`src/rtl/mips_pkg.sv`:
```
// mips_pkg: shared fetch-stage types and constants (FSM state, NOP, PC step, field widths, address wrap helper).
// Optional feature macro ALIGN_CHECK_EN adds the FAULT state.
package mips_pkg;
  typedef logic [1:0] state_t;
  localparam state_t BOOT = 2'd0;
  localparam state_t RUN  = 2'd1;
`ifdef ALIGN_CHECK_EN
  localparam state_t FAULT = 2'd2;
`endif
  localparam logic [31:0] NOP     = 32'h0000_0000;
  localparam logic [31:0] PC_STEP = 32'd4;
  localparam int IMM_W   = 16;
  localparam int JADDR_W = 26;
  // Keep only the implemented address bits; upper PC bits always read 0.
  function automatic logic [31:0] wrap_addr(input logic [31:0] a, input int bits);
    return a & 32'((64'd1 << bits) - 64'd1);
  endfunction
endpackage

```
`src/rtl/fetch_pc_unit_if.sv`:
```
// fetch_pc_unit_if: fetch-stage bundle between the PC unit, instruction memory and the ID stage.
// Ports: stall, flush, branch_taken/branch_offset, jump/jump_address, jr/jr_target, instruction_in (into fetch);
//        pc, if_id_instruction, if_id_pc_plus4, if_id_valid, fetch_fault (out of fetch).
// master = fetch unit, slave = surrounding pipeline/memory.
interface fetch_pc_unit_if;
  import mips_pkg::*;
  logic               stall;
  logic               flush;
  logic               branch_taken;
  logic [IMM_W-1:0]   branch_offset;
  logic               jump;
  logic [JADDR_W-1:0] jump_address;
  logic               jr;
  logic [31:0]        jr_target;
  logic [31:0]        instruction_in;
  logic [31:0]        pc;
  logic [31:0]        if_id_instruction;
  logic [31:0]        if_id_pc_plus4;
  logic               if_id_valid;
  logic               fetch_fault;
  modport master (
    input  stall, flush, branch_taken, branch_offset, jump, jump_address, jr, jr_target, instruction_in,
    output pc, if_id_instruction, if_id_pc_plus4, if_id_valid, fetch_fault
  );
  modport slave (
    output stall, flush, branch_taken, branch_offset, jump, jump_address, jr, jr_target, instruction_in,
    input  pc, if_id_instruction, if_id_pc_plus4, if_id_valid, fetch_fault
  );
endinterface

```
`src/rtl/next_pc_sel.sv`:
```
// next_pc_sel: combinational redirect target computation and jr > jump > branch > sequential priority mux.
// Inputs: pc, IF/ID pc_plus4/valid, redirect requests and their fields. Outputs: next_pc, redirect,
// misaligned (ALIGN_CHECK_EN only: selected target has nonzero low bits).
module next_pc_sel
  import mips_pkg::*;
#(
  parameter int ADDR_BITS = 8
) (
  input  logic [31:0]        pc,
  input  logic [31:0]        if_id_pc_plus4,
  input  logic               if_id_valid,
  input  logic               branch_taken,
  input  logic [IMM_W-1:0]   branch_offset,
  input  logic               jump,
  input  logic [JADDR_W-1:0] jump_address,
  input  logic               jr,
  input  logic [31:0]        jr_target,
`ifdef ALIGN_CHECK_EN
  output logic               misaligned,
`endif
  output logic [31:0]        next_pc,
  output logic               redirect
);
  logic [31:0] seq_pc, br_tgt, j_tgt, sel_tgt, tgt;
  always_comb begin
    seq_pc   = wrap_addr(pc + PC_STEP, ADDR_BITS);
    br_tgt   = if_id_pc_plus4 + {{(32-IMM_W-2){branch_offset[IMM_W-1]}}, branch_offset, 2'b00};
    j_tgt    = {if_id_pc_plus4[31:28], jump_address, 2'b00};
    sel_tgt  = jr ? jr_target : jump ? j_tgt : br_tgt;
    // Redirect fields come from ID; they mean nothing unless IF/ID holds a real instruction.
    redirect = if_id_valid & (jr | jump | branch_taken);
`ifdef ALIGN_CHECK_EN
    misaligned = redirect & (|sel_tgt[1:0]);
    tgt        = wrap_addr(sel_tgt, ADDR_BITS);
`else
    tgt        = wrap_addr(sel_tgt & ~32'h3, ADDR_BITS);
`endif
    next_pc  = redirect ? tgt : seq_pc;
  end
endmodule

```
`src/rtl/fetch_pc_unit.sv`:
```
// fetch_pc_unit: program counter, next-PC selection and IF/ID pipeline register with stall/flush.
// Ports: clk, rst_n (async active-low), bus (fetch_pc_unit_if.master: redirect inputs, instruction_in,
// pc, IF/ID outputs, fetch_fault). Optional macro ALIGN_CHECK_EN: misaligned redirect -> sticky FAULT.
module fetch_pc_unit
  import mips_pkg::*;
#(
  parameter int          ADDR_BITS = 8,
  parameter logic [31:0] RESET_PC  = 32'h0000_0000
) (
  input  logic            clk,
  input  logic            rst_n,
  fetch_pc_unit_if.master bus
);
  state_t      state_q, state_d;
  logic [31:0] pc_q, pc_d, inst_q, inst_d, pp4_q, pp4_d, next_pc, seq_pc;
  logic        valid_q, valid_d, redirect, bubble;
`ifdef ALIGN_CHECK_EN
  logic        fault_q, fault_d, misaligned;
`endif
  next_pc_sel #(.ADDR_BITS(ADDR_BITS)) u_sel (
    .pc             (pc_q),
    .if_id_pc_plus4 (pp4_q),
    .if_id_valid    (valid_q),
    .branch_taken   (bus.branch_taken),
    .branch_offset  (bus.branch_offset),
    .jump           (bus.jump),
    .jump_address   (bus.jump_address),
    .jr             (bus.jr),
    .jr_target      (bus.jr_target),
`ifdef ALIGN_CHECK_EN
    .misaligned     (misaligned),
`endif
    .next_pc        (next_pc),
    .redirect       (redirect)
  );
  always_comb begin
    seq_pc  = wrap_addr(pc_q + PC_STEP, ADDR_BITS);
    // The word fetched alongside a redirect is wrong-path; a flush kills it too.
    bubble  = redirect | bus.flush;
    pc_d    = pc_q;
    inst_d  = inst_q;
    pp4_d   = pp4_q;
    valid_d = valid_q;
    state_d = state_q;
`ifdef ALIGN_CHECK_EN
    fault_d = fault_q;
`endif
    if (state_q == BOOT) begin
      inst_d  = bus.instruction_in;
      pp4_d   = seq_pc;
      valid_d = 1'b1;
      state_d = RUN;
`ifdef ALIGN_CHECK_EN
    end else if (state_q == FAULT) begin
      inst_d  = NOP;
      valid_d = 1'b0;
    end else if (!bus.stall && misaligned) begin
      inst_d  = NOP;
      valid_d = 1'b0;
      fault_d = 1'b1;
      state_d = FAULT;
`endif
    end else if (!bus.stall) begin
      pc_d    = next_pc;
      pp4_d   = seq_pc;
      inst_d  = bubble ? NOP : bus.instruction_in;
      valid_d = !bubble;
    end
  end
  always_ff @(posedge clk or negedge rst_n) begin
    if (!rst_n) begin
      state_q <= BOOT;
      pc_q    <= wrap_addr(RESET_PC, ADDR_BITS);
      inst_q  <= NOP;
      pp4_q   <= '0;
      valid_q <= 1'b0;
`ifdef ALIGN_CHECK_EN
      fault_q <= 1'b0;
`endif
    end else begin
      state_q <= state_d;
      pc_q    <= pc_d;
      inst_q  <= inst_d;
      pp4_q   <= pp4_d;
      valid_q <= valid_d;
`ifdef ALIGN_CHECK_EN
      fault_q <= fault_d;
`endif
    end
  end
  assign bus.pc                = pc_q;
  assign bus.if_id_instruction = inst_q;
  assign bus.if_id_pc_plus4    = pp4_q;
  assign bus.if_id_valid       = valid_q;
`ifdef ALIGN_CHECK_EN
  assign bus.fetch_fault       = fault_q;
`else
  assign bus.fetch_fault       = 1'b0;
`endif
endmodule

```
`src/flat_wrapper.sv`:
```
// flat-port wrapper written by rule: the top's interface ports become plain ports
module fetch_pc_unit_flat import mips_pkg::*;
#(
  parameter int          ADDR_BITS = 8,
  parameter logic [31:0] RESET_PC  = 32'h0000_0000
)
  (clk, rst_n, bus_stall, bus_flush, bus_branch_taken, bus_branch_offset, bus_jump, bus_jump_address, bus_jr, bus_jr_target, bus_instruction_in, bus_pc, bus_if_id_instruction, bus_if_id_pc_plus4, bus_if_id_valid, bus_fetch_fault);
  fetch_pc_unit_if bus_i ();
  input  logic clk;
  input  logic rst_n;
  input wire logic [$bits(bus_i.stall)-1:0] bus_stall;
  input wire logic [$bits(bus_i.flush)-1:0] bus_flush;
  input wire logic [$bits(bus_i.branch_taken)-1:0] bus_branch_taken;
  input wire logic [$bits(bus_i.branch_offset)-1:0] bus_branch_offset;
  input wire logic [$bits(bus_i.jump)-1:0] bus_jump;
  input wire logic [$bits(bus_i.jump_address)-1:0] bus_jump_address;
  input wire logic [$bits(bus_i.jr)-1:0] bus_jr;
  input wire logic [$bits(bus_i.jr_target)-1:0] bus_jr_target;
  input wire logic [$bits(bus_i.instruction_in)-1:0] bus_instruction_in;
  output wire logic [$bits(bus_i.pc)-1:0] bus_pc;
  output wire logic [$bits(bus_i.if_id_instruction)-1:0] bus_if_id_instruction;
  output wire logic [$bits(bus_i.if_id_pc_plus4)-1:0] bus_if_id_pc_plus4;
  output wire logic [$bits(bus_i.if_id_valid)-1:0] bus_if_id_valid;
  output wire logic [$bits(bus_i.fetch_fault)-1:0] bus_fetch_fault;
  assign bus_i.stall = bus_stall;
  assign bus_i.flush = bus_flush;
  assign bus_i.branch_taken = bus_branch_taken;
  assign bus_i.branch_offset = bus_branch_offset;
  assign bus_i.jump = bus_jump;
  assign bus_i.jump_address = bus_jump_address;
  assign bus_i.jr = bus_jr;
  assign bus_i.jr_target = bus_jr_target;
  assign bus_i.instruction_in = bus_instruction_in;
  assign bus_pc = bus_i.pc;
  assign bus_if_id_instruction = bus_i.if_id_instruction;
  assign bus_if_id_pc_plus4 = bus_i.if_id_pc_plus4;
  assign bus_if_id_valid = bus_i.if_id_valid;
  assign bus_fetch_fault = bus_i.fetch_fault;
  fetch_pc_unit #(.ADDR_BITS(ADDR_BITS), .RESET_PC(RESET_PC)) u_core (.clk(clk), .rst_n(rst_n), .bus(bus_i));
endmodule
```
`config.mk`:
```
export PLATFORM = sky130hd
export DESIGN_NAME = fetch_pc_unit_flat
export DESIGN_NICKNAME = d
export VERILOG_FILES = /design/src/rtl/mips_pkg.sv /design/src/rtl/fetch_pc_unit_if.sv /design/src/rtl/next_pc_sel.sv /design/src/rtl/fetch_pc_unit.sv /design/src/flat_wrapper.sv
export SDC_FILE = /design/constraint.sdc
export NUM_CORES = 1
export LEC_CHECK = 0
export CAP_MARGIN = 20
export CORE_ASPECT_RATIO = 1.75
export CORE_MARGIN = 2
export CORE_UTILIZATION = 40
export CTS_BUF_LIST = sky130_fd_sc_hd__clkbuf_8
export DETAILED_ROUTE_END_ITERATION = 8
export GPL_ROUTABILITY_DRIVEN = 0
export PLACE_DENSITY = 0.85
export SYNTH_ARGS = -nofsm -noshare
export SYNTH_HDL_FRONTEND = slang
export SYNTH_HIERARCHICAL = 1
export SYNTH_SLANG_ARGS = --single-unit
```
`constraint.sdc`:
```
create_clock -name clk -period 4 [get_ports clk]
set_input_delay 0.6 -clock clk [delete_from_list [all_inputs] [get_ports clk]]
set_output_delay 0.6 -clock clk [all_outputs]
set_load 0.02 [all_outputs]
```
# == Yosys cells after proc, flatten, opt, wreduce, memory -nomap -nowiden ==
# Cells that the tools add are included.
# word_totals
regBits,74
in_bits,113
word_cells,27
# op_classes
addsub,2
n_eq_ne,1
mux,10
bitwise,6
n_reduce_logical,3
# ops
op,count
2-to-1 mux 32 bit,5
2-to-1 mux 8 bit,3
"adder 8 x 3 -> 8 bit, second input constant",1
adder 8 bit,1
OR 1 bit,3
logical NOT 2 bit,1
2-to-1 mux 1 bit,2
"!= test 2 x 1 -> 1 bit, second input constant",1
inverter 1 bit,2
AND reduction 2 bit,1
bitwise AND 1 bit,1
logical NOT 1 bit,1

# == Depth between registers and ports, before layout ==
# logic_depth
depth_word,7
mapped_depth,8

# == Modules after synthesis ==
# Netlist, hierarchy kept.
# by_module_without_submodules
mod,n_inst,cells_each,area_each_um2
fetch_pc_unit,1,210,3090.5
next_pc_sel,1,100,690.7

# == Least setup slack after synthesis ==
# OpenSTA, ideal clock, no wires.
# synth_path
path_kind,in2reg
startpoint,in bus_branch_offset[0]
endpoint,"reg u_core.pc_q[6], in the netlist u_core/bus.pc[6]"
t_arrival_ps,1966
required_ps,3875
path_slack_ps,1909
stages,8
cell_sequence,ha_1 inv_1 fa_1 nand2b_1 a21oi_1 mux2i_1 o31ai_1 mux2_4
# synth_between
elab_chain_len,4
# synth_lines
item,line,source
from (decl),flat_wrapper.sv:14,input wire logic [$bits(bus_i.branch_offset)-1:0] bus_branch_offset;
adder 8 bit,next_pc_sel.sv:27,"br_tgt = if_id_pc_plus4 + {{(32-IMM_W-2){branch_offset[IMM_W-1]}}, branch_offset, 2'b00};"
2-to-1 mux 8 bit (2 in a row),next_pc_sel.sv:29,sel_tgt = jr ? jr_target : jump ? j_tgt : br_tgt;
2-to-1 mux 8 bit,next_pc_sel.sv:38,next_pc = redirect ? tgt : seq_pc;
net u_core.next_pc[6],fetch_pc_unit.sv:15,"logic [31:0] pc_q, pc_d, inst_q, inst_d, pp4_q, pp4_d, next_pc, seq_pc;"
to (signal assigned),fetch_pc_unit.sv:73,"pc_q <= wrap_addr(RESET_PC, ADDR_BITS);"
to (signal assigned),fetch_pc_unit.sv:82,pc_q <= pc_d;
to (decl),fetch_pc_unit.sv:15,
# The timed path passes the listed nets, and every way through them passes these cells.
# A chain may end at the register's enable or synchronous reset.

# == Worst setup path in the final report ==
# layout_path
startpoint,in bus_jr
endpoint,"reg u_core.inst_q[29], in the netlist u_core/bus.if_id_instruction[29]"
# layout_between
elab_chain_len,7
# layout_lines
item,line,source
from (decl),flat_wrapper.sv:17,input wire logic [$bits(bus_i.jr)-1:0] bus_jr;
OR 1 bit (2 in a row),next_pc_sel.sv:31,redirect = if_id_valid & (jr | jump | branch_taken);
bitwise AND 1 bit,next_pc_sel.sv:31,
net u_core.redirect,fetch_pc_unit.sv:16,"logic valid_q, valid_d, redirect, bubble;"
OR 1 bit,fetch_pc_unit.sv:39,bubble = redirect | bus.flush;
2-to-1 mux 32 bit,fetch_pc_unit.sv:66,inst_d = bubble ? NOP : bus.instruction_in;
2-to-1 mux 32 bit,fetch_pc_unit.sv:63,end else if (!bus.stall) begin
2-to-1 mux 32 bit,fetch_pc_unit.sv:48,if (state_q == BOOT) begin
to (signal assigned),fetch_pc_unit.sv:83,inst_q <= inst_d;
to (decl),fetch_pc_unit.sv:15,
# The timed path passes the listed nets, and every way through them passes these cells. The select of a mux whose other input is x is not followed.

==> run_summary.xml <==
<?xml version="1.0" encoding="UTF-8"?>
<metrics>
  <group name="status">
    <metric name="result_of_the_run" unit="">complete, no violations</metric>
  </group>
  <group name="worst_setup_path">
    <metric name="critPathCaptureType" unit="">register</metric>
    <metric name="max_stage_delay" unit="ns">0.75</metric>
    <metric name="largest_fanout_on_the_critical_path" unit="">33</metric>
    <metric name="worst-endpoint-required" unit="ns">4.28</metric>
    <metric name="critical_path.reg2reg.endpoint" unit="">u_core/bus.pc[6]</metric>
    <metric name="cp-start-kind" unit="">input port</metric>
    <metric name="critical_path_class" unit="">in -&gt; reg</metric>
    <metric name="rrSetupSlack" unit="ns">1.86</metric>
    <metric name="timing.rr.start" unit="">u_core/bus.if_id_pc_plus4[2]</metric>
    <metric name="setup.worst_path.start" unit="">bus_jr</metric>
    <metric name="timing.critical_path.cells" unit="">clkdlybuf4s50_1, o31ai_2, inv_1, o31ai_4, buf_4, a22o_1</metric>
    <metric name="crit_path_top_delay_cell" unit="">sky130_fd_sc_hd__o31ai_2</metric>
    <metric name="worst-r2r-cell-count" unit="">8</metric>
    <metric name="worst-endpoint-arrival" unit="ns">3.10</metric>
  </group>
  <group name="synth">
    <metric name="synthDominantAreaCellType" unit="">sky130_fd_sc_hd__dfrtp_1</metric>
    <metric name="synth.cell_area" unit="µm²">3780</metric>
    <metric name="synthesis.area_per_instance" unit="µm²">12.2</metric>
    <metric name="synth-edff-count" unit="">0</metric>
    <metric name="yosys_warnings" unit="">6</metric>
    <metric name="synth_top_cell_area_share" unit="">0.490</metric>
    <metric name="netlist_top_cells_area" unit="">sky130_fd_sc_hd__dfrtp_1 (49%), sky130_fd_sc_hd__mux2_4 (12%), sky130_fd_sc_hd__buf_4 (11%)</metric>
    <metric name="netlist-cell-type-count" unit="">41</metric>
    <metric name="yosys_register_bits" unit="">74</metric>
    <metric name="syn-instance-count" unit="">310</metric>
    <metric name="postSynth.asyncResetShare" unit="">1.00</metric>
    <metric name="synthFlopType" unit="">sky130_fd_sc_hd__dfrtp_1</metric>
    <metric name="synth-seq-area-share" unit="">0.490</metric>
  </group>
  <group name="power">
    <metric name="power.share.sequential" unit="">0.385</metric>
    <metric name="power.share.clock" unit="">0.254</metric>
    <metric name="switching_power_of_the_nets" unit="mW">0.870</metric>
    <metric name="power.share.combinational" unit="">0.361</metric>
    <metric name="cellInternalPower" unit="mW">1.70</metric>
    <metric name="power.total" unit="mW">2.57</metric>
    <metric name="pwr_density_cell" unit="nW/µm²">497</metric>
    <metric name="vdd_drop_max" unit="mV">0.323</metric>
    <metric name="leakage" unit="nW">2.34</metric>
    <metric name="netSwitchingFraction" unit="">0.338</metric>
  </group>
  <group name="timing">
    <metric name="fin_ws" unit="ns">1.18</metric>
    <metric name="clock-skew-final" unit="ns">0.0102</metric>
    <metric name="fin_tns_setup" unit="ns">0</metric>
    <metric name="period_share" unit="">0.705</metric>
    <metric name="max_slew_margin" unit="">0.378</metric>
    <metric name="setup_viol_count_final" unit="">0</metric>
    <metric name="max_freq" unit="MHz">355</metric>
    <metric name="final_critical_path_time_including_i_o_delays_and_setup" unit="ns">2.82</metric>
    <metric name="timing.final.max_slew_violations" unit="">0</metric>
    <metric name="max_slew.worst_pin.slew" unit="ns">0.932</metric>
    <metric name="rsz_0062_raised_after_global_routing" unit="">no</metric>
    <metric name="hold_viol" unit="">0</metric>
  </group>
  <group name="job">
    <metric name="drv_cap" unit="">0</metric>
  </group>
  <group name="final_layout">
    <metric name="post_route_cells_drive_above_1_share" unit="">0.134</metric>
    <metric name="most_common_cell_after_layout_fill_and_taps_aside" unit="">sky130_fd_sc_hd__clkdlybuf4s50_1</metric>
    <metric name="finalNetCount" unit="">557</metric>
    <metric name="syn2layout_area_growth" unit="%">37.0</metric>
    <metric name="filler_cell_count" unit="">788</metric>
    <metric name="num_antenna_cells" unit="">0</metric>
    <metric name="final_core_utilization" unit="">0.554</metric>
    <metric name="mostFrequentLayoutCells" unit="">sky130_fd_sc_hd__clkdlybuf4s50_1 (128), sky130_fd_sc_hd__dfrtp_1 (74), sky130_fd_sc_hd__conb_1 (50), sky130_fd_sc_hd__a22o_1 (32), sky130_fd_sc_hd__mux2_4 (30)</metric>
  </group>
  <group name="die">
    <metric name="core_region_area" unit="µm²">9350</metric>
    <metric name="start_util" unit="">0.404</metric>
    <metric name="floorplan.die.width" unit="µm">77.5</metric>
    <metric name="fp.dieArea" unit="µm²">10300</metric>
    <metric name="rows" unit="">47</metric>
    <metric name="io_pins" unit="">211</metric>
    <metric name="chipHeight" unit="µm">133</metric>
  </group>
  <group name="cts">
    <metric name="ctsLongestPathBuffers" unit="">2</metric>
    <metric name="clk_pin_slew" unit="ns">0.09</metric>
    <metric name="clock-root-buffer" unit="">sky130_fd_sc_hd__clkbuf_8</metric>
    <metric name="clock_sink_count" unit="">74</metric>
    <metric name="cts_tree" unit="">yes</metric>
    <metric name="post_cts.repair.setup_buffers" unit="">0</metric>
    <metric name="clkLatencyLatePin" unit="ns">0.35</metric>
    <metric name="cts_resized" unit="">0</metric>
    <metric name="numCtsBuffers" unit="">9</metric>
    <metric name="cts_hold_repair.buffers" unit="">0</metric>
    <metric name="cts.htree.levels" unit="">3</metric>
  </group>
  <group name="global_route">
    <metric name="gr-total-overflow" unit="">0</metric>
    <metric name="number_of_global_route_vias_before_repair" unit="">2677</metric>
    <metric name="track_usage" unit="">0.175</metric>
    <metric name="initial_antenna_violation_count" unit="">0</metric>
    <metric name="grt_max_degree" unit="">75</metric>
    <metric name="grt_first_pass_wirelength" unit="mm">14.0</metric>
  </group>
  <group name="worst_hold_path">
    <metric name="hold_path.class" unit="">in -&gt; async</metric>
  </group>
  <group name="place">
    <metric name="detailedPlace.worstSlack" unit="ns">0.817</metric>
    <metric name="hpwl_after_detailed_placement" unit="mm">6.40</metric>
    <metric name="place.port_buffers" unit="">129</metric>
  </group>
  <group name="routing">
    <metric name="wl_met1" unit="mm">3.56</metric>
    <metric name="routedWlPerCell" unit="µm">15.6</metric>
    <metric name="detailroute.wirelength.met3" unit="µm">495</metric>
    <metric name="drt_pre_antenna_iters" unit="">4</metric>
    <metric name="ant_nets" unit="">0</metric>
    <metric name="detail_route.iter0.violations" unit="">67</metric>
    <metric name="vias" unit="">2681</metric>
    <metric name="met2WireLength" unit="mm">4.47</metric>
    <metric name="drt_drc_violations_left" unit="">0</metric>
    <metric name="drt_wl_total" unit="mm">8.78</metric>
    <metric name="vias_per_cell" unit="">4.76</metric>
    <metric name="highest_layer" unit="">met4</metric>
  </group>
</metrics>
[synthesized netlist by cell type (2+ instances only)]
library cell,count
sky130_fd_sc_hd__mux2_4,30
sky130_fd_sc_hd__nor3_1,2
sky130_fd_sc_hd__nor2_1,7
sky130_fd_sc_hd__dfrtp_1,74
sky130_fd_sc_hd__buf_2,8
sky130_fd_sc_hd__o22ai_1,2
sky130_fd_sc_hd__o21a_1,2
sky130_fd_sc_hd__ha_1,7
sky130_fd_sc_hd__or3_1,2
sky130_fd_sc_hd__o21ai_0,9
sky130_fd_sc_hd__mux2i_1,2
sky130_fd_sc_hd__xnor2_1,3
sky130_fd_sc_hd__conb_1,3
sky130_fd_sc_hd__nor2b_1,2
sky130_fd_sc_hd__buf_4,53
sky130_fd_sc_hd__xor2_1,5
sky130_fd_sc_hd__inv_1,5
sky130_fd_sc_hd__o211ai_1,2
sky130_fd_sc_hd__nand2_1,21
sky130_fd_sc_hd__a21oi_1,6
sky130_fd_sc_hd__o31ai_1,2
sky130_fd_sc_hd__nand3_1,6
sky130_fd_sc_hd__buf_6,4
sky130_fd_sc_hd__a22o_1,32
sky130_fd_sc_hd__and2_1,3
sky130_fd_sc_hd__mux2_2,3
[stage by stage]
step / instance area, µm² / std cells / hold WS, ns
4_1_cts: 5180 / 563 / 0.414
2_1_floorplan: 3960 / 357 / 0.304
5_1_grt: 5180 / 563 / 0.452
6_report: 5180 / 563 / 0.382
3_5_place_dp: 4950 / 547 / 0.472
3_3_place_gp: 4950 / 547 / 0.457
[per-layer routing]
metal | global-route usage | vias to the layer above
met3 | 0.0457 | 17
li1 | - | 1236
met5 | 0 | -
met2 | 0.292 | 126
met4 | 0.0804 | 0
met1 | 0.209 | 1302
[critical path: cells and delay by family]
family	cells	cell delay [ns]
AO/OA/AOI/OAI	3	1.22
buffers and inverters	3	1.28
[final cells by class]
| cell class | count | area (µm²) | share of cell area |
|---|---|---|---|
| repair buffers | 133 | 1320 | 0.255 |
| well taps | 122 | 153 | 0.0295 |
| flip-flops and latches | 74 | 1850 | 0.358 |
| clock inverters | 7 | 101 | 0.0196 |
| clock buffers | 9 | 124 | 0.0239 |
| multi-input cells | 213 | 1610 | 0.311 |
| inverters | 5 | 18.8 | 0.00362 |
[how the worst max path moves through the flow]
stage / end / cells after the start
global route: u_core/bus.if_id_instruction[12] / 6
finish: u_core/bus.if_id_instruction[29] / 6
global placement: u_core/bus.if_id_instruction[20] / 6
floorplan: u_core/bus.pc[6] / 8
detailed placement: u_core/bus.if_id_instruction[25] / 6
CTS: u_core/bus.if_id_instruction[14] / 6
[power by group through the flow]
stage	clock network, mW	logic [mW]	registers (mW)
6_report	0.654	0.929	0.990
5_1_grt	0.715	0.992	1.01
3_3_place_gp	0	0.903	0.997
2_1_floorplan	0	0.427	1.13
3_5_place_dp	0	0.925	1.01
4_1_cts	0.681	0.933	0.992
[state kept, by name, indices dropped and copies added, names as in the netlist]
signal,flops
u_core/bus.if_id_instruction,32
u_core/bus.pc,32
u_core/bus.if_id_pc_plus4,8
u_core/bus.if_id_valid,1
u_core/state_q,1
[cell families (layout without fill, tap and decap cells)]
| group | count (synthesis) | count (layout) | share of synthesized area |
|---|---|---|---|
| DFF | 74 | 74 | 0.490 |
| buffers and inverters | 70 | 154 | 0.133 |
| AOI/OAI and AO/OA | 64 | 64 | 0.135 |
| and+or+nand+nor | 48 | 48 | 0.0596 |
| muxes | 35 | 35 | 0.133 |
| adders and majority gates | 8 | 8 | 0.0285 |
| xor gates and xnor gates | 8 | 8 | 0.0185 |
| other | 3 | 50 | 0.00298 |
(Power assumes the default switching activity.)
